<file path="src/rtl/serial_add_ctrl.sv">
// Bit-serial adder controller: one full-adder cell processes a WIDTH-bit add LSB-first,
// one bit per clock, with the carry recirculated through a flop.
// Optional build macro SERIAL_ADD_SUB_EN adds a `sub` port for a - b (two's complement).
module serial_add_ctrl #(
    parameter int unsigned WIDTH = 8
) (
    input  logic             clk,
    input  logic             rst,
    input  logic             start,
    input  logic [WIDTH-1:0] a,
    input  logic [WIDTH-1:0] b,
    input  logic             cin,
`ifdef SERIAL_ADD_SUB_EN
    input  logic             sub,
`endif
    output logic             busy,
    output logic             done,
    output logic [WIDTH-1:0] sum,
    output logic             cout
);

    localparam int unsigned CntW = $clog2(WIDTH + 1);

    typedef enum logic [1:0] {
        StIdle = 2'd0,
        StRun  = 2'd1,
        StDone = 2'd2
    } state_e;

    state_e           state_q, state_d;
    logic [WIDTH-1:0] sa_q, sb_q, r_q;
    logic             c_q;
    logic [CntW-1:0]  cnt_q;

    logic             load;
    logic             last_bit;
    logic [WIDTH-1:0] sb_load;
    logic             c_load;

    // Full adder built from two half adders
    logic ha0_s, ha0_c, ha1_c, fa_sum, fa_carry;

    assign ha0_s    = sa_q[0] ^ sb_q[0];
    assign ha0_c    = sa_q[0] & sb_q[0];
    assign fa_sum   = ha0_s ^ c_q;
    assign ha1_c    = ha0_s & c_q;
    assign fa_carry = ha0_c | ha1_c;

    assign last_bit = (cnt_q == CntW'(WIDTH - 1));

    // Operand B / initial carry selection; subtraction is a + ~b + 1
    always_comb begin
`ifdef SERIAL_ADD_SUB_EN
        sb_load = sub ? ~b : b;
        c_load  = sub ? 1'b1 : cin;
`else
        sb_load = b;
        c_load  = cin;
`endif
    end

    // FSM state register
    always_ff @(posedge clk or posedge rst) begin
        if (rst) begin
            state_q <= StIdle;
        end else begin
            state_q <= state_d;
        end
    end

    // FSM next-state and status outputs; start is only honoured outside RUN
    always_comb begin
        state_d = state_q;
        busy    = 1'b0;
        done    = 1'b0;
        load    = 1'b0;
        unique case (state_q)
            StIdle: begin
                if (start) begin
                    load    = 1'b1;
                    state_d = StRun;
                end
            end
            StRun: begin
                busy = 1'b1;
                if (last_bit) begin
                    state_d = StDone;
                end
            end
            StDone: begin
                done = 1'b1;
                if (start) begin
                    load    = 1'b1;
                    state_d = StRun;
                end else begin
                    state_d = StIdle;
                end
            end
            default: state_d = StIdle;
        endcase
    end

    // Datapath: load on accept, shift one bit pair per RUN cycle; result held otherwise
    always_ff @(posedge clk or posedge rst) begin
        if (rst) begin
            sa_q  <= '0;
            sb_q  <= '0;
            r_q   <= '0;
            c_q   <= 1'b0;
            cnt_q <= '0;
        end else if (load) begin
            sa_q  <= a;
            sb_q  <= sb_load;
            c_q   <= c_load;
            cnt_q <= '0;
        end else if (state_q == StRun) begin
            r_q   <= {fa_sum, r_q[WIDTH-1:1]};
            c_q   <= fa_carry;
            sa_q  <= sa_q >> 1;
            sb_q  <= sb_q >> 1;
            cnt_q <= cnt_q + CntW'(1);
        end
    end

    assign sum  = r_q;
    assign cout = c_q;

endmodule

</file>
<file path="config.mk">
export PLATFORM = sky130hd
export DESIGN_NAME = serial_add_ctrl
export DESIGN_NICKNAME = d
export VERILOG_FILES = /design/src/rtl/serial_add_ctrl.sv
export SDC_FILE = /design/constraint.sdc
export NUM_CORES = 1
export LEC_CHECK = 0
export CORE_ASPECT_RATIO = 0.7
export CORE_MARGIN = 2
export CORE_UTILIZATION = 44
export DETAILED_ROUTE_END_ITERATION = 10
export PLACE_DENSITY_LB_ADDON = 0.05
export SETUP_SLACK_MARGIN = 0.05
export SLEW_MARGIN = 20
export SYNTH_ARGS = -nofsm -noshare
export SYNTH_HDL_FRONTEND = slang
export SYNTH_SLANG_ARGS = --single-unit
</file>
<file path="constraint.sdc">
create_clock -name clk -period 1.2 [get_ports clk]
set_input_delay 0.24 -clock clk [delete_from_list [all_inputs] [get_ports clk]]
set_output_delay 0.24 -clock clk [all_outputs]
set_load 0.1 [all_outputs]
</file>
Yosys cells after proc, flatten, opt, wreduce, memory -nomap -nowiden
Cells that the tools add are included.

cells by class
  add/sub/neg operators = 1
  $mul = 0
  mux-type cells = 16
  magnitude comparators = 0
  bitwise gates (word level) = 6
  shifts and indexed selects = 0
  div/mod/pow operators = 0
  equal/unequal tests = 5
  reduce and logical (&&, ||, !) cells = 5

operator list
  kind                                           count
  two-way mux 8 bit                              4
  two-way mux 4 bit                              2
  two-way mux 1 bit                              7
  one-hot mux 2 bit (3 select lines)             1
  adder 4 x 1 -> 4 bit, second input constant    1
  == test 4 x 3 -> 1 bit, second input constant  1
  two-way mux 2 bit                              2
  != test 2 bit, second input constant           2
  AND reduction 2 bit                            2
  bitwise AND 1 bit                              2
  == test 2 x 1 -> 1 bit, second input constant  1
  == test 2 bit, second input constant           1
  logical NOT 2 bit                              1
  nonzero test 2 bit                             1
  OR reduction 2 bit                             1
  bitwise XOR 1 bit                              2
  NOT 1 bit                                      1
  OR 1 bit                                       1

storage, ports and cells
  output and inout port bits = 11
  word-level logic and storage cells = 39
  latch bits = 0
  memories = 0
  bits of input ports = 20
  register bits = 31
  memory bits (writable) = 0
  memory bits (read-only) = 0

Logic depth before layout (Yosys ltp)
  depth in word-level cells = 5
  gate-level depth with buffers = 7
  depth with buffers taken out = 4

Worst setup path before layout
Ideal clock, no wire load.

  path type = reg-to-output
  start = reg state_q[0]
  end = out done
  required time = 960 ps
  buffers on the path = 0
  arrival = 1727 ps
  path slack = -767 ps
  stages on the path, launching flop included = 2
  cell sequence = dfrtp_1 > nor2b_1

on the way
  cells in the longest elaborated chain, start to end = 2

RTL lines
  item                    RTL line  RTL
  start, declared         30        state_e state_q, state_d;
  start signal, assigned  65        state_q <= StIdle;
  start signal, assigned  67        state_q <= state_d;
  == test 2 bit           77        unique case (state_q)
  two-way mux 1 bit       77
  end, declared           17        output logic done,

No other way between the ends.

Final worst setup path
Ends and elaborated chain as after synthesis.

==> results summary <==
The H-tree level count is 2. The floorplan row count came out at 16. The count of placed standard cells including taps came out at about 210. The run finished, with violations left. The async set-or-reset flop fraction in the synthesized netlist came out at 1.00. The global-route congestion overflow total came out at 0. The detailed-route DRC error count is 0.

For the pin with the worst max-slew slack, the measured transition is about 0.18 ns. The post-synthesis average cell area came out at 9.99 µm². The average vias per placed instance is 5.10.

The routed wire length per instance is approximately 14 µm. The met1 usage in global routing is 0.277. The total via count after detailed routing is roughly 1200.

Compared with the post-synthesis result, the final layout area differs by 62.5%. The signal on the critical path passes through buf_6 -> nor2b_4 -> buf_12. The cell at the slowest stage of the critical path is dfrtp_2.

In this design, the stage delay of the slowest critical-path cell is between 0.4 and 0.5 ns. The top-level port count came out at 31. After layout, the worst setup slack is -0.165 ns. The detailed-placement wirelength estimate came out at ~2000 µm. Along the worst path, the maximum fanout reaches 3. The via count of the first global-routing pass came out at 1151.

The number of CTS-inserted buffers is 5. STA classifies the critical path startpoint as a register. The clock transition at the registers of the reported paths came out at 0.07 ns.

The initial antenna violation count came out at 0. The number of I/O port buffers came out at 30. The finished layout cell area is 2220 µm².

The final hold violation count came out at 0. The number of sinks handled by clock tree synthesis came out at 31. The horizontal extent of the die is between 70 and 80 µm.

The number of buffers and inverters on the critical path is 2. In the post-synthesis netlist, the biggest area contributors are dfrtp_1 57%, nand2_1 11%, a22oi_1 3.8%, buf_6 3.3%, o22ai_1 3.2%. The net count of the finished layout is between 200 and 250. The synthesized net count is around 160.

TritonCTS built the clock tree. The filler cells instantiated in the layout total slightly below 200. The worst min-delay path class is in2async. The most used routing layer is met2. On the final layout, the worst clock skew is 0.00487 ns.

Once placement finished, the instance area stood at between 1500 and 2000 µm². The overall routed net length is approximately 3300 µm. The worst setup path is of the reg2out kind. The upper clock frequency limit is 733 MHz.

The maximum buffer depth of the clock tree came out at 2. The number of detailed-routing iterations run before antenna repair came out at 4. Setup repair after global routing could not meet its margin everywhere.

The met3 capacity usage during global routing is 0.0422. The number of flops mapped to enable cells by yosys came out at 0. The flip-flop and latch count after synthesis came out at 31. Prior to clock tree synthesis, the placed netlist has a worst setup slack of -0.238 ns. The area share of the leading cell type in the synthesized netlist is 0.567. The count of distinct cell types in the synthesized netlist is 25. The clock latency reported for the late side of the worst-skew pair came out at roughly 0.28 ns. The headroom to the max-slew limit is 0.877. The aggregate negative setup slack is -1.79 ns.

The leakage dissipation is a little over 0.001 µW. The smallest hold slack came out at ~0.3 ns. The post-layout instance count excluding filler cells came out at roughly 230. The biggest area consumer among synthesized cells is dfrtp_1. The critical path data required time is 0.96 ns. STA classifies the critical path endpoint as an output pin.

The synthesized instance count came out at 137. The wire length of the first global-routing pass came out at between 5000 and 6000 µm. The effective utilization at floorplan is 0.475.

The tree is rooted in a clkbuf_8. The max-cap violation count is 0. Among all flip-flop cells after synthesis, the most frequent one is dfrtp_1. The number of max-slew violations in the final report is 0. The time the final worst path needs with I/O delays and setup came out at roughly 1.4 ns. The total inserted antenna cells came out at 0. The die area is ~3600 µm².

The height of the die came out at around 51 µm. The detailed router's first-iteration violation count is 52. The post-route fraction of the period consumed by the critical path came out at 1.14. In the final layout, the share of cells above drive strength 1 is 0.385. Among cell families on the critical path, the largest total delay comes from flip-flops.

The combined area of all synthesized cells is about 1400 µm². The arrival time of the worst setup path is about 1.1 ns. Of the synthesized area, sequential elements account for 0.567. The number of setup violations in the final report came out at 23. The largest net degree at the start of global routing came out at 32. The core region area is between 2000 and 3000 µm². For this run, the total global-route usage over all layers was measured as 0.197. The total number of yosys warnings is 0. The met2 usage in global routing is 0.300.

The congestion estimate from routability-driven global placement came to between 0.7 and 0.8. The power per standard cell area is 3260 nW/µm². VDD sags by at most 0.00215 V. The count of nets left with antenna violations after detail routing came out at 0. The final reports fail on negative setup slack.
flip-flops by register name, summed over array words and instances, names as in the netlist:
signal,cells
cnt_q,4
cout,1
sa_q,8
sb_q,8
state_q,2
sum,8
worst paths after layout:
kind	slack (ns)	cells past startpoint	to	start
worst max-delay path	-0.17	3	done	state_q[0]$_DFFE_PP0P_
worst min-delay path	0.30	3	sum[0]$_DFFE_PP0P_	rst
worst max register to register	-0.12	7	sa_q[2]$_DFFE_PP0P_	state_q[0]$_DFFE_PP0P_
worst min register to register	0.50	1	state_q[1]$_DFFE_PP0P_	cnt_q[3]$_DFFE_PP0P_
max in group asynchronous	0.72	3	state_q[0]$_DFFE_PP0P_	rst
min in group clk	0.50	1	state_q[1]$_DFFE_PP0P_	cnt_q[3]$_DFFE_PP0P_
synth_stat cells, types with 2 or more instances:
master and n:
a22o_1 2, buf_2 5, o22ai_1 7, nor3_1 8
a22oi_1 7, nand3_1 8, dfrtp_1 31, nand2_1 39
nor2b_1 2, buf_6 4, nor2_1 8, nand2b_1 2
o21ai_0 2
kinds of logic after synthesis:
kind of cell    after synthesis  synth area share
fa+ha+maj                     2            0.0238
mux                           3            0.0347
simple gates                 69             0.215
buf+inv                      12            0.0612
flops                        31             0.567
compound gates               20            0.0987
placed cells by master (no fill, tap or decap), types with 2 or more instances in the layout:
| cell | count |
|---|---|
| nand2_1 | 37 |
| dfrtp_1 | 23 |
| clkdlybuf4s50_1 | 18 |
| buf_6 | 14 |
| buf_12 | 12 |
| buf_4 | 11 |
| nand3_1 | 8 |
| nor2_1 | 7 |
| clkbuf_8 | 7 |
| dfrtp_2 | 7 |
| o22ai_1 | 6 |
| a22oi_2 | 5 |
| nor3_1 | 5 |
| nor3_2 | 3 |
| nand2b_4 | 2 |
| a22oi_1 | 2 |
| nand2_2 | 2 |
| nor2_2 | 2 |
| a22o_1 | 2 |
what timing repair did:
item                                    in CTS  in global routing
pin swaps                                    5                  5
hold buffers                                 0                  0
endpoints found under the setup margin      12                 31
setup buffers                                9                  4
gates resized for setup                     24                 12
gates cloned                                 1                  0
worst reg2reg max path, stage by stage (launching register included):
cell	delay (ns)
dfrtp_2	0.43
buf_4	0.14
buf_6	0.10
nor2b_1	0.10
buf_4	0.18
buf_6	0.14
nor3_2	0.05
nor2_1	0.11
report_power, final:
| part | internal (µW) | total, µW | switching (µW) |
|---|---|---|---|
| clock network | 523 | 895 | 372 |
| registers | 1560 | 1980 | 425 |
| logic | 1960 | 4380 | 2430 |
| total | 4030 | 7260 | 3220 |
through the flow:
| stage | utilization | total power (µW) |
|---|---|---|
| after floorplan | - | 4470 |
| after global placement | 0.661 | 5570 |
| after detailed placement | 0.661 | 5660 |
| after CTS | 0.758 | 7190 |
| after global routing | 0.772 | 7680 |
| final | 0.772 | 7260 |
final cells by class:
| cell class | instances | area, µm² | share of cell area |
|---|---|---|---|
| clock buffers | 8 | 100 | 0.0450 |
| inverters | 2 | 15.0 | 0.00675 |
| multi-input cells | 94 | 592 | 0.266 |
| flip-flops and latches | 31 | 788 | 0.354 |
| well taps | 36 | 45.0 | 0.0202 |
| repair buffers | 57 | 684 | 0.308 |
routing by layer:
| layer | vias up | share of wire |
|---|---|---|
| met2 | 27 | 0.46 |
| met3 | 4 | 0.046 |
| met5 | - | 0 |
| li1 | 570 | - |
| met4 | 0 | 0.011 |
| met1 | 562 | 0.48 |
(Power assumes the default switching activity.)
